===== config.mk =====
export PLATFORM = sky130hd
export DESIGN_NAME = uart_rx_param_ctl_flat
export DESIGN_NICKNAME = d
export VERILOG_FILES = /design/src/rtl/uart_rx_param_ctl_if.sv /design/src/rtl/uart_rx_param_ctl.sv /design/src/flat_wrapper.sv
export SDC_FILE = /design/constraint.sdc
export NUM_CORES = 1
export LEC_CHECK = 0
export CAP_MARGIN = 20
export CORE_ASPECT_RATIO = 0.5
export CORE_UTILIZATION = 60
export DETAILED_ROUTE_END_ITERATION = 7
export DONT_BUFFER_PORTS = 1
export PLACE_DENSITY_LB_ADDON = 0.08
export SLEW_MARGIN = 20
export SYNTH_ARGS = -nofsm -noshare
export SYNTH_HDL_FRONTEND = slang
export SYNTH_SLANG_ARGS = --single-unit

===== constraint.sdc =====
create_clock -name CLK -period 2.8 [get_ports CLK]
set_input_delay 0.56 -clock CLK [delete_from_list [all_inputs] [get_ports CLK]]
set_output_delay 0.56 -clock CLK [all_outputs]
set_load 0.01 [all_outputs]

===== src/rtl/uart_rx_param_ctl_if.sv =====
// Receive-side signal bundle for uart_rx_param_ctl: line/enable in, word/status out.
// The slave modport is the receiver; the master modport is whoever drives the line.
interface uart_rx_param_ctl_if #(
  parameter int DATA_BITS = 8
);
  logic                 RX_En_Sig;
  logic                 RX_Pin_In;
  logic [DATA_BITS-1:0] RX_Data;
  logic                 RX_Done_Sig;
  logic                 Parity_Err;
  logic                 Frame_Err;
  logic                 Busy_Sig;

  modport master (
    output RX_En_Sig,
    output RX_Pin_In,
    input  RX_Data,
    input  RX_Done_Sig,
    input  Parity_Err,
    input  Frame_Err,
    input  Busy_Sig
  );

  modport slave (
    input  RX_En_Sig,
    input  RX_Pin_In,
    output RX_Data,
    output RX_Done_Sig,
    output Parity_Err,
    output Frame_Err,
    output Busy_Sig
  );
endinterface


===== src/rtl/uart_rx_param_ctl.sv =====
// Oversampling UART receiver with built-in baud tick, synchroniser, start-edge detect,
// 3-sample majority vote per bit, optional parity and 1/2 stop bits.
//
// state    | meaning
// ---------+-----------------------------------------------------------
// ST_IDLE  | waiting for a falling edge on the line while enabled
// ST_START | start bit; voted 1 means false start, back to idle
// ST_DATA  | data bits, LSB first, into the shift register
// ST_PAR   | parity bit compared against XOR of the data bits
// ST_STOP  | stop bit(s); last one exits at its final vote sample
// ST_DONE  | one cycle; word and flags published, Done pulse high
module uart_rx_param_ctl #(
  parameter int CLK_FREQ   = 50000000,
  parameter int BAUD       = 115200,
  parameter int DATA_BITS  = 8,
  parameter int PARITY     = 0,
  parameter int STOP_BITS  = 1,
  parameter int OVERSAMPLE = 16
) (
  input  logic                CLK,
  input  logic                RSTn,
  uart_rx_param_ctl_if.slave  rx_if
);

  localparam int DIV_RAW = CLK_FREQ / (BAUD * OVERSAMPLE);
  localparam int DIV     = (DIV_RAW < 1) ? 1 : DIV_RAW;
  localparam int DIV_W   = (DIV > 1) ? $clog2(DIV) : 1;
  localparam int S_W     = $clog2(OVERSAMPLE);
  localparam int B_W     = $clog2(DATA_BITS);

  localparam logic [DIV_W-1:0] DIV_LOAD  = DIV_W'(DIV - 1);
  localparam logic [S_W-1:0]   S_V0      = S_W'(OVERSAMPLE / 2 - 1);
  localparam logic [S_W-1:0]   S_V1      = S_W'(OVERSAMPLE / 2);
  localparam logic [S_W-1:0]   S_V2      = S_W'(OVERSAMPLE / 2 + 1);
  localparam logic [S_W-1:0]   S_LAST    = S_W'(OVERSAMPLE - 1);
  localparam logic [B_W-1:0]   B_LAST    = B_W'(DATA_BITS - 1);
  localparam logic             STOP_LAST = 1'(STOP_BITS - 1);
  localparam logic             ODD       = (PARITY == 1);
  localparam logic             HAS_PAR   = (PARITY != 0);

  typedef enum logic [2:0] {
    ST_IDLE,
    ST_START,
    ST_DATA,
    ST_PAR,
    ST_STOP,
    ST_DONE
  } state_t;

  state_t               state_q, state_d;
  logic                 sync1_q, sync1_d;
  logic                 sync2_q, sync2_d;
  logic                 prev_q, prev_d;
  logic [DIV_W-1:0]     div_cnt_q, div_cnt_d;
  logic [S_W-1:0]       s_cnt_q, s_cnt_d;
  logic [B_W-1:0]       bit_cnt_q, bit_cnt_d;
  logic                 stop_cnt_q, stop_cnt_d;
  logic                 v0_q, v0_d;
  logic                 v1_q, v1_d;
  logic [DATA_BITS-1:0] shreg_q, shreg_d;
  logic                 perr_q, perr_d;
  logic                 ferr_q, ferr_d;
  logic [DATA_BITS-1:0] data_q, data_d;
  logic                 done_q, done_d;
  logic                 perr_out_q, perr_out_d;
  logic                 ferr_out_q, ferr_out_d;

  logic start_edge;
  logic tick;
  logic vote;
  logic vote_tick;
  logic bit_end;

  always_comb begin
    sync1_d    = rx_if.RX_Pin_In;
    sync2_d    = sync1_q;
    prev_d     = sync2_q;
    start_edge = prev_q & ~sync2_q;

    tick      = (div_cnt_q == '0);
    div_cnt_d = tick ? DIV_LOAD : div_cnt_q - 1'b1;

    // Third vote sample is the live synchronised line on the S_V2 tick.
    vote      = (v0_q & v1_q) | (v0_q & sync2_q) | (v1_q & sync2_q);
    vote_tick = tick && (s_cnt_q == S_V2);
    bit_end   = tick && (s_cnt_q == S_LAST);

    state_d    = state_q;
    s_cnt_d    = s_cnt_q;
    bit_cnt_d  = bit_cnt_q;
    stop_cnt_d = stop_cnt_q;
    v0_d       = v0_q;
    v1_d       = v1_q;
    shreg_d    = shreg_q;
    perr_d     = perr_q;
    ferr_d     = ferr_q;
    data_d     = data_q;
    done_d     = 1'b0;
    perr_out_d = perr_out_q;
    ferr_out_d = ferr_out_q;

    if (state_q != ST_IDLE && tick) begin
      s_cnt_d = (s_cnt_q == S_LAST) ? '0 : s_cnt_q + 1'b1;
      if (s_cnt_q == S_V0) v0_d = sync2_q;
      if (s_cnt_q == S_V1) v1_d = sync2_q;
    end

    if (!rx_if.RX_En_Sig) begin
      state_d = ST_IDLE;
    end else begin
      unique case (state_q)
        ST_IDLE: begin
          if (start_edge) begin
            state_d    = ST_START;
            div_cnt_d  = DIV_LOAD;
            s_cnt_d    = '0;
            bit_cnt_d  = '0;
            stop_cnt_d = 1'b0;
            shreg_d    = '0;
            perr_d     = 1'b0;
            ferr_d     = 1'b0;
          end
        end
        ST_START: begin
          if (vote_tick && vote) begin
            state_d = ST_IDLE;
          end else if (bit_end) begin
            state_d   = ST_DATA;
            bit_cnt_d = '0;
          end
        end
        ST_DATA: begin
          if (vote_tick) shreg_d[bit_cnt_q] = vote;
          if (bit_end) begin
            if (bit_cnt_q == B_LAST) begin
              state_d    = HAS_PAR ? ST_PAR : ST_STOP;
              stop_cnt_d = 1'b0;
            end else begin
              bit_cnt_d = bit_cnt_q + 1'b1;
            end
          end
        end
        ST_PAR: begin
          if (vote_tick) perr_d = vote ^ (^shreg_q) ^ ODD;
          if (bit_end) begin
            state_d    = ST_STOP;
            stop_cnt_d = 1'b0;
          end
        end
        ST_STOP: begin
          if (vote_tick) begin
            if (!vote) ferr_d = 1'b1;
            // Final stop bit leaves half a bit early so a back-to-back start edge is caught.
            if (stop_cnt_q == STOP_LAST) begin
              state_d    = ST_DONE;
              data_d     = shreg_q;
              perr_out_d = perr_q;
              ferr_out_d = ferr_q | ~vote;
              done_d     = 1'b1;
            end
          end else if (bit_end) begin
            stop_cnt_d = 1'b1;
          end
        end
        ST_DONE: begin
          state_d = ST_IDLE;
        end
        default: begin
          state_d = ST_IDLE;
        end
      endcase
    end
  end

  always_ff @(posedge CLK or negedge RSTn) begin
    if (!RSTn) begin
      state_q    <= ST_IDLE;
      sync1_q    <= 1'b1;
      sync2_q    <= 1'b1;
      prev_q     <= 1'b1;
      div_cnt_q  <= DIV_LOAD;
      s_cnt_q    <= '0;
      bit_cnt_q  <= '0;
      stop_cnt_q <= 1'b0;
      v0_q       <= 1'b1;
      v1_q       <= 1'b1;
      shreg_q    <= '0;
      perr_q     <= 1'b0;
      ferr_q     <= 1'b0;
      data_q     <= '0;
      done_q     <= 1'b0;
      perr_out_q <= 1'b0;
      ferr_out_q <= 1'b0;
    end else begin
      state_q    <= state_d;
      sync1_q    <= sync1_d;
      sync2_q    <= sync2_d;
      prev_q     <= prev_d;
      div_cnt_q  <= div_cnt_d;
      s_cnt_q    <= s_cnt_d;
      bit_cnt_q  <= bit_cnt_d;
      stop_cnt_q <= stop_cnt_d;
      v0_q       <= v0_d;
      v1_q       <= v1_d;
      shreg_q    <= shreg_d;
      perr_q     <= perr_d;
      ferr_q     <= ferr_d;
      data_q     <= data_d;
      done_q     <= done_d;
      perr_out_q <= perr_out_d;
      ferr_out_q <= ferr_out_d;
    end
  end

  assign rx_if.RX_Data     = data_q;
  assign rx_if.RX_Done_Sig = done_q;
  assign rx_if.Parity_Err  = perr_out_q;
  assign rx_if.Frame_Err   = ferr_out_q;
  assign rx_if.Busy_Sig    = (state_q != ST_IDLE);

endmodule


===== src/flat_wrapper.sv =====
// flat-port wrapper written by rule: the top's interface ports become plain ports
module uart_rx_param_ctl_flat 
#(
  parameter int CLK_FREQ   = 50000000,
  parameter int BAUD       = 115200,
  parameter int DATA_BITS  = 8,
  parameter int PARITY     = 0,
  parameter int STOP_BITS  = 1,
  parameter int OVERSAMPLE = 16
)
  (CLK, RSTn, rx_if_RX_En_Sig, rx_if_RX_Pin_In, rx_if_RX_Data, rx_if_RX_Done_Sig, rx_if_Parity_Err, rx_if_Frame_Err, rx_if_Busy_Sig);
  uart_rx_param_ctl_if #(.DATA_BITS(DATA_BITS)) rx_if_i ();
  input  logic CLK;
  input  logic RSTn;
  input wire logic [$bits(rx_if_i.RX_En_Sig)-1:0] rx_if_RX_En_Sig;
  input wire logic [$bits(rx_if_i.RX_Pin_In)-1:0] rx_if_RX_Pin_In;
  output wire logic [$bits(rx_if_i.RX_Data)-1:0] rx_if_RX_Data;
  output wire logic [$bits(rx_if_i.RX_Done_Sig)-1:0] rx_if_RX_Done_Sig;
  output wire logic [$bits(rx_if_i.Parity_Err)-1:0] rx_if_Parity_Err;
  output wire logic [$bits(rx_if_i.Frame_Err)-1:0] rx_if_Frame_Err;
  output wire logic [$bits(rx_if_i.Busy_Sig)-1:0] rx_if_Busy_Sig;
  assign rx_if_i.RX_En_Sig = rx_if_RX_En_Sig;
  assign rx_if_i.RX_Pin_In = rx_if_RX_Pin_In;
  assign rx_if_RX_Data = rx_if_i.RX_Data;
  assign rx_if_RX_Done_Sig = rx_if_i.RX_Done_Sig;
  assign rx_if_Parity_Err = rx_if_i.Parity_Err;
  assign rx_if_Frame_Err = rx_if_i.Frame_Err;
  assign rx_if_Busy_Sig = rx_if_i.Busy_Sig;
  uart_rx_param_ctl #(.CLK_FREQ(CLK_FREQ), .BAUD(BAUD), .DATA_BITS(DATA_BITS), .PARITY(PARITY), .STOP_BITS(STOP_BITS), .OVERSAMPLE(OVERSAMPLE)) u_core (.CLK(CLK), .RSTn(RSTn), .rx_if(rx_if_i));
endmodule

Word-level counts from Yosys, hierarchy flattened

Index checks and enable logic that the tools add are counted.
W data, S select, Z words.

Bits in registers: 42
Bits of input ports: 4
Output and inout port bits: 12
Logic and storage cells: 132

Add/subtract/negate cells: 3
Order comparisons: 2
Eq/ne operators: 29
Multiplexer cells: 47
Bitwise operators: 11
Reduce and logical (&&, ||, !) cells: 23

Operators by type and width:

| operator             | count |
|---|---|
| $mux W3              | 14 |
| $mux W4              | 5 |
| $mux W5              | 4 |
| $ne A2 B1 Y1 const B | 9 |
| $mux W8              | 2 |
| $pmux W8 S2          | 1 |
| $ne A3 B2 Y1 const B | 5 |
| $pmux W3 S5          | 1 |
| $mux W1              | 14 |
| $reduce_and A7 Y1    | 2 |
| $eq A4 B4 Y1 const B | 3 |
| $reduce_and A4 Y1    | 3 |
| $pmux W3 S3          | 1 |
| $bwmux W8            | 1 |
| $ne A2 B2 Y1 const B | 4 |
| $reduce_and A8 Y1    | 1 |
| $reduce_xor A8 Y1    | 1 |
| $eq A3 B2 Y1 const B | 2 |
| $eq A3 B3 Y1 const B | 2 |
| $reduce_bool A2 Y1   | 3 |
| $reduce_bool A3 Y1   | 2 |
| $logic_and A1 B1 Y1  | 5 |
| $logic_not A5 Y1     | 1 |
| $reduce_and A5 Y1    | 1 |
| other kinds (19)     | 28 |

Logic depth before layout (Yosys ltp)

Gate-level depths: netlist of run 1.

Word-level depth: 7
Gate-level depth with buffers: 8
Gate-level depth less buffers: 7

Worst setup path after synthesis of run 1

OpenSTA, ideal clock, no wires.

Kind: input to register
Start: input port rx_if_RX_En_Sig
End: register u_core.perr_out_q (netlist: u_core.rx_if.Parity_Err)
Setup time: 0.125 ns
Data arrival time: 2.009 ns
Required time: 2.675 ns
Setup slack: 0.666 ns
Cell stages on the path: 5
Buffers on the path: 2
Cell sequence: clkdlybuf4s50_2 -> nand3_1 -> nor3_1 -> buf_2 -> mux2_2

Word-level cells in the longest chain between the ends: 1

Ends and longest elaborated chain:

| element                     | RTL line                 | source |
|---|---|---|
| from (decl)                 | flat_wrapper.sv:15       | `input wire logic [$bits(rx_if_i.RX_En_Sig)-1:0] rx_if_RX_En_Sig;` |
| $reduce_and A4 Y1 (no line) | --                       |  |
| to (signal assigned)        | uart_rx_param_ctl.sv:210 | `perr_out_q <= perr_out_d;` |
| to (decl)                   | uart_rx_param_ctl.sv:65  | `logic perr_out_q, perr_out_d;` |

No other way between the ends.
A chain may end at the register's enable or synchronous reset.

Worst setup path in the final report of run 1

Start: register u_core.div_cnt_q[0]
End: register u_core.shreg_q[6]

Word-level cells in the longest chain between the ends: 4

Ends and longest elaborated chain:

| element                     | RTL line                 | source |
|---|---|---|
| from (decl)                 | uart_rx_param_ctl.sv:54  | `logic [DIV_W-1:0] div_cnt_q, div_cnt_d;` |
| from (signal assigned)      | uart_rx_param_ctl.sv:199 | `div_cnt_q <= div_cnt_d;` |
| $logic_not A5 Y1            | uart_rx_param_ctl.sv:80  | `tick = (div_cnt_q == '0);` |
| $logic_and A1 B1 Y1         | uart_rx_param_ctl.sv:85  | `vote_tick = tick && (s_cnt_q == S_V2);` |
| $ne A2 B1 Y1 (no line)      | --                       |  |
| $reduce_and A4 Y1 (no line) | --                       |  |
| to (signal assigned)        | uart_rx_param_ctl.sv:205 | `shreg_q <= shreg_d;` |
| to (decl)                   | uart_rx_param_ctl.sv:60  | `logic [DATA_BITS-1:0] shreg_q, shreg_d;` |

No other way between the ends.

==> results of run 1 <==
-- timing repair --
| action | 4_1_cts | 5_1_grt |
|---|---|---|
| buffers inserted | 0 | 0 |
| hold buffers | 1 | 0 |
| hold endpoints to repair | 34 | 0 |
-- flip-flops by register name, indices dropped and copies added, names as in the netlist --
signal and count:
u_core.rx_if.RX_Data 8, u_core.shreg_q 8, u_core.div_cnt_q 5, u_core.s_cnt_q 4, u_core.bit_cnt_q 3, u_core.state_q 3
u_core.ferr_q 1, u_core.perr_q 1, u_core.prev_d 1, u_core.prev_q 1, u_core.rx_if.Frame_Err 1, u_core.rx_if.Parity_Err 1
u_core.rx_if.RX_Done_Sig 1, u_core.stop_cnt_q 1, u_core.sync1_q 1, u_core.v0_q 1, u_core.v1_q 1
-- metal layers --
layer,part of all wire (%),up-vias,track usage [%]
li1,-,756,-
met2,43,46,36.9
met5,0,-,0
met3,6.2,11,7.07
met1,49,759,31.2
met4,2.1,0,11.0
-- stage by stage --
stage / cells / util [%] / worst slack (ns) / hold slack [ns] / power [mW]
3_3_place_gp: 255 / 63.5 / 0.597 / 0.265 / 0.941
2_1_floorplan: 214 / - / 0.666 / 0.264 / 0.915
3_5_place_dp: 255 / 63.5 / 0.478 / 0.265 / 0.946
6_report: 264 / 66.8 / 0.422 / 0.0734 / 1.36
5_1_grt: 264 / 66.8 / 0.319 / 0.0866 / 1.43
4_1_cts: 264 / 66.8 / 0.470 / 0.0930 / 1.36
-- cell families (layout without fill, tap and decap cells) --
group	after synthesis	count (layout)	share of synthesized area, %
AND/OR/NAND/NOR	74	74	17.6
AO/OA/AOI/OAI	45	45	13.7
flip-flops	42	42	46.9
buffers and inverters	20	19	5.64
multiplexers	15	15	7.52
XOR/XNOR	11	11	4.86
adder cells (fa/ha/maj)	7	7	3.76
-- worst max-delay path, stage by stage (launching register included) --
cell	delay, ns
dfrtp_1	0.40
inv_1	0.06
ha_1	0.20
or4b_4	0.52
nor2_1	0.29
o2111ai_1	0.39
o21ai_0	0.27
o21ai_0	0.12
-- cell type report --
| type | count | area (µm²) |
|---|---|---|
| clock buffers | 6 | 82.6 |
| clock inverters | 2 | 12.5 |
| fillers | 271 | 1170 |
| inverters | 9 | 33.8 |
| multi-input cells | 152 | 1070 |
| flip-flops and latches | 42 | 1060 |
| well taps | 51 | 63.8 |
| repair buffers | 2 | 27.5 |
-- final timing paths --
path,from,end,slack (ns),cells after the start
max,u_core.div_cnt_q[0]$_DFF_PN0_,u_core.shreg_q[6]$_DFFE_PN0P_,0.42,7
min,RSTn,u_core.shreg_q[0]$_DFFE_PN0P_,0.07,1
max reg2reg,u_core.div_cnt_q[0]$_DFF_PN0_,u_core.shreg_q[6]$_DFFE_PN0P_,0.42,7
min reg2reg,u_core.sync1_q$_DFF_PN1_,u_core.prev_d$_DFF_PN1_,0.36,0
max in group asynchronous,RSTn,u_core.state_q[1]$_DFFE_PN0P_,2.54,1
min in group CLK,rx_if_RX_Pin_In,u_core.sync1_q$_DFF_PN1_,0.25,0
-- power by group --
group | internal [mW] | switching (mW) | leakage (nW)
clock network | 0.198 | 0.219 | 0.0472
registers | 0.680 | 0.0691 | 0.551
logic | 0.0995 | 0.0977 | 0.405
total | 0.978 | 0.386 | 1.00
-- cell usage in the layout (no fill, tap or decap), types with 2 or more instances in the layout --
cell type	n
mux2_2	12
dfrtp_1	34
o31ai_1	4
inv_1	9
nand3b_1	2
nor2_1	18
a31oi_1	5
o211ai_1	2
nand2_1	18
xnor2_1	9
mux2i_1	2
o2111ai_1	3
o21a_1	2
a2bb2oi_1	2
a21oi_1	7
nand4_1	2
clkbuf_8	6
nand2b_1	4
dfstp_2	8
ha_1	6
nand4b_1	2
or3_1	3
o21ai_0	15
nor3_1	9
nand3_1	8
==> metrics.txt, run 1 <==
min Tclk post-route=between 2 and 2.5 ns; syn nets=roughly 220; Post-DRT Antenna Nets=0; Core Footprint=0.00353 mm²; Clock Skews=0.00817 ns; global-route wire length before repair=a little under 7 mm; Final GP Congestion=0.850; ys flop type=dfrtp_1; drt total wl=about 4.3 mm; DRC viols=0; Port Buffers=0; Post-synth EDFFs=0; Synth top cells by count=dfrtp_1, nand2_1, nor2_1; most frequent cell after synthesis=dfrtp_1; CTS tree=built; Initial DRT Pass Iterations=4; Die ar.=roughly 0.0040 mm²; wire length per cell=between 15 and 20 µm; startpoint types=register; Syn-to-layout area delta=4.09%; Worst Tran Pin Value=roughly 0.9 ns; Placed Area=0.00224 mm²; count of cell types in the netlist=between 40 and 50; fin. max-slew vios=0; Final Hold Vio Count=0; dominant cells by area after synthesis=dfrtp_1, dfstp_2, mux2_2; ys async rst share=between 90% and 100%; clk slew on worst S/H paths=0.09 ns; Yosys top cell area share=37.6%; outcome=completed; H-tree levels=2; Post-Syn Area per Cell=10.6 µm²; vias per cell=5.95; Clock Sinks=42; initial antenna violation count=0; Synthesis Warnings=0; Inserted Diodes=0; cts repair resizes=0; Seq/Total Area, Yosys=between 40 and 50%; Leak Pwr=approximately 1.0 nW; largest net degree at the start of global routing=35; # setup viols final=0; number of global-route vias before repair=around 1.5k; VDD IR max=about 0.36 mV; Crit Path Category=reg -> reg; leading area contributor after synthesis=dfrtp_1; worst hold path class=in -> async; final worst-path cycle share=roughly 85%; Setup TNS=0 ns; CP Data Required Time=between 2 and 3 ns; CTS root buf=clkbuf_8; share of cells above drive strength 1=approximately 17%; crit path DAT=about 2.6 ns; Max Buffers Root-to-Sink=2; total grt overflow=0; post-layout instance area=between 0.002 and 0.0025 mm²; detailed placement HPWL=between 2 and 3 mm; Total GRT Usage=around a quarter; # rows=15; max-cap viol count=0; I/O pins=16; Critical Path End Type=register; Cells after Synth=about 210; initial drt markers=92; PD cells=slightly below 600 mW/mm²; chip height=approximately 45 µm; clk_lat worst skew=0.30 ns; CP Max Fanout=8; Seq cells post-synth=42; final net count=222; via count=between 1.5k and 2k; cts bufs inserted=5; unrepaired setup endpoints after global routing=false; Die X-Extent=roughly 89 µm; Starting Density=64.1%; synthesized area=roughly 0.0023 mm²; slew margin rel.=39.4%; Peak Freq=roughly 420 MHz
Note: power is estimated with default switching activity, not from simulation.
==> run 2, diff against run 1 <==
--- a/config.mk
+++ b/config.mk
@@ -7,7 +7,7 @@
 export LEC_CHECK = 0
 export CAP_MARGIN = 20
 export CORE_ASPECT_RATIO = 0.5
-export CORE_UTILIZATION = 60
+export CORE_UTILIZATION = 56
 export DETAILED_ROUTE_END_ITERATION = 7
 export DONT_BUFFER_PORTS = 1
 export PLACE_DENSITY_LB_ADDON = 0.08
==> constraint.sdc (replaced) <==
create_clock -name CLK -period 2.15 [get_ports CLK]
set_input_delay 0.43 -clock CLK [delete_from_list [all_inputs] [get_ports CLK]]
set_output_delay 0.43 -clock CLK [all_outputs]
set_load 0.01 [all_outputs]
==> run 2 against run 1 <==
  * Via count grew 3.1%
  * Core utilization rose by 2.1 points
  * Final cell count rose by 6.4%
  * Power increased by 36%
  * Sequential power is 28% higher
  * Critical endpoint is now u_core.bit_cnt_q[0]$_DFFE_PN0P_
  * Highest routed layer unchanged
==> metrics.txt, run 2 (synthesized netlist as in run 1, its figures left out) <==
CTS tree=built (unchanged); H-tree levels=2 (unchanged); startpoint types=register (unchanged); Clock Skews=0.00328 ns (was 0.00817 ns); cts bufs inserted=5 (unchanged); chip height=47.0 µm (was 45.4 µm); Crit Path Category=reg -> reg (unchanged); commonest non-fill, non-tap cell in the layout=dfrtp_1 (unchanged); CP Data Required Time=2.33 ns (was 2.97 ns); vias per cell=5.77 (was 5.95); Initial DRT Pass Iterations=4 (unchanged); Final WS setup=0.0661 ns (was 0.422 ns); final worst-path cycle share=96.9% (was 84.9%); Inserted Diodes=0 (unchanged); worst slack, placed=-0.0963 ns (was 0.478 ns); Total GRT Usage=22.3% (was 23.8%); Die X-Extent=91.9 µm (was 88.9 µm); # rows=15 (unchanged); Syn-to-layout area delta=10.8% (was 4.09%); wire length per cell=15.6 µm (was 16.4 µm); Critical Path Sink=u_core.bit_cnt_q[0]$_DFFE_PN0P_ (was u_core.shreg_q[6]$_DFFE_PN0P_); drt total wl=4.37 mm (was 4.33 mm); worst hold path class=in -> reg (was in -> async); unrepaired setup endpoints after global routing=true (was false); Port Buffers=0 (unchanged); fin. max-slew vios=0 (unchanged); Final Hold Vio Count=0 (unchanged); Worst Tran Pin Value=0.382 ns (was 0.902 ns); fin util=68.9% (was 66.8%); DRC viols=0 (unchanged); flop2flop setup slack=0.07 ns (was 0.42 ns); clk slew on worst S/H paths=0.08 ns (was 0.09 ns); VDD IR max=0.618 mV (was 0.357 mV); Critical Path End Type=register (unchanged); R2R depth=7 (unchanged); detailed placement HPWL=3.18 mm (was 2.89 mm); I/O pins=16 (unchanged); area of the multi-input gates=0.00110 mm² (was 0.00107 mm²); # setup viols final=0 (unchanged); Worst R2R End=u_core.bit_cnt_q[0]$_DFFE_PN0P_ (was u_core.shreg_q[6]$_DFFE_PN0P_); global-route wire length before repair=7.27 mm (was 6.90 mm); Starting Density=62.2% (was 64.1%); initial antenna violation count=0 (unchanged); final net count=239 (was 222); Leak Pwr=1.09 nW (was 1.00 nW); PD cells=738 mW/mm² (was 579 mW/mm²); Reg area=0.00106 mm² (unchanged); Crit. Startpoint=u_core.div_cnt_q[0]$_DFF_PN0_ (unchanged); total of fill cells in the finished design=286 (was 271); total grt overflow=0 (unchanged); Max Buffers Root-to-Sink=2 (unchanged); Peak Freq=480 MHz (was 421 MHz); Core Footprint=0.00364 mm² (was 0.00353 mm²); number of global-route vias before repair=1,586 (was 1,482); max-cap viol count=0 (unchanged); slew margin rel.=74.5% (was 39.4%); CP Max Fanout=4 (was 8); initial drt markers=87 (was 92); commonest cells after routing, fill and taps aside=dfrtp_1, nand2_1, nor2_1, buf_4, o21ai_0 (was dfrtp_1, nand2_1, nor2_1); via count=1,620 (was 1,572); min Tclk post-route=2.08 ns (was 2.38 ns); share of cells above drive strength 1=25.2% (was 17.4%); Reg-to-Reg Start=u_core.div_cnt_q[0]$_DFF_PN0_ (unchanged); Final GP Congestion=0.896 (was 0.850); outcome=completed (unchanged); clk_lat worst skew=0.28 ns (was 0.30 ns); Post-DRT Antenna Nets=0 (unchanged); largest net degree at the start of global routing=43 (was 35); Clock Sinks=42 (unchanged); crit path DAT=2.26 ns (was 2.55 ns); Die ar.=0.00432 mm² (was 0.00404 mm²); WHS=0.135 ns (was 0.0734 ns); CTS root buf=clkbuf_8 (unchanged)
run 2: layout make-up:
| type | instances | area share, % |
|---|---|---|
| Timing Repair Buffer | 19 | 6.28 |
| Tap cell | 51 | 2.54 |
| Clock inverter | 1 | 0.200 |
| Inverter | 9 | 1.35 |
| Clock buffer | 7 | 3.44 |
| Sequential cell | 42 | 42.3 |
| Multi-Input combinational cell | 152 | 43.9 |
run 2: how the worst min path moves through the flow:
stage	endpoint	slack [ns]	start	depth (start not counted)
floorplan	u_core.bit_cnt_q[0]$_DFFE_PN0P_	0.13	RSTn	0
global placement	u_core.rx_if.RX_Data[7]$_DFFE_PN0P_	0.14	RSTn	0
detailed placement	u_core.rx_if.RX_Data[7]$_DFFE_PN0P_	0.14	RSTn	0
CTS	u_core.sync1_q$_DFF_PN1_	0.13	rx_if_RX_Pin_In	0
global route	u_core.sync1_q$_DFF_PN1_	0.12	rx_if_RX_Pin_In	0
finish	u_core.sync1_q$_DFF_PN1_	0.13	rx_if_RX_Pin_In	0
run 2: timing repair:
| item | 4_1_cts | 5_1_grt |
|---|---|---|
| gates resized for setup | 1 | 7 |
| hold buffers | 2 | 0 |
| setup buffers | 0 | 2 |
| endpoints found under the hold margin | 42 | 0 |
| pin swaps | 1 | 4 |
| endpoints found under the setup margin | 8 | 11 |
run 2: report_power, final:
group | total (mW) | internal [mW] | switching, mW
clock network | 0.514 | 0.259 | 0.255
logic | 0.375 | 0.189 | 0.185
registers | 0.962 | 0.886 | 0.0753
total | 1.85 | 1.33 | 0.515
run 2: critical path, stage by stage (launching register included):
cell and delay (ns):
dfrtp_1 0.39, inv_2 0.07, ha_4 0.12, or4b_4 0.50, nor2_4 0.12, a211oi_2 0.09
a2111oi_4 0.35, mux2_4 0.33
run 2: metrics by stage:
stage	cells	TNS, ns	cell area (µm²)	power, mW
after floorplan	214	0	2260	1.19
after global placement	269	0	2350	1.26
after detailed placement	269	-0.398	2350	1.27
after CTS	279	0	2470	1.81
after global routing	281	-0.0915	2510	1.96
final	281	0	2510	1.85
run 2: layer usage:
layer	vias to the layer above	track usage (%)	wire, µm
li1	797	-	-
met2	26	37.3	2000
met5	-	0	0
met1	791	29.6	2160
met3	6	6.31	164
met4	0	6.56	44
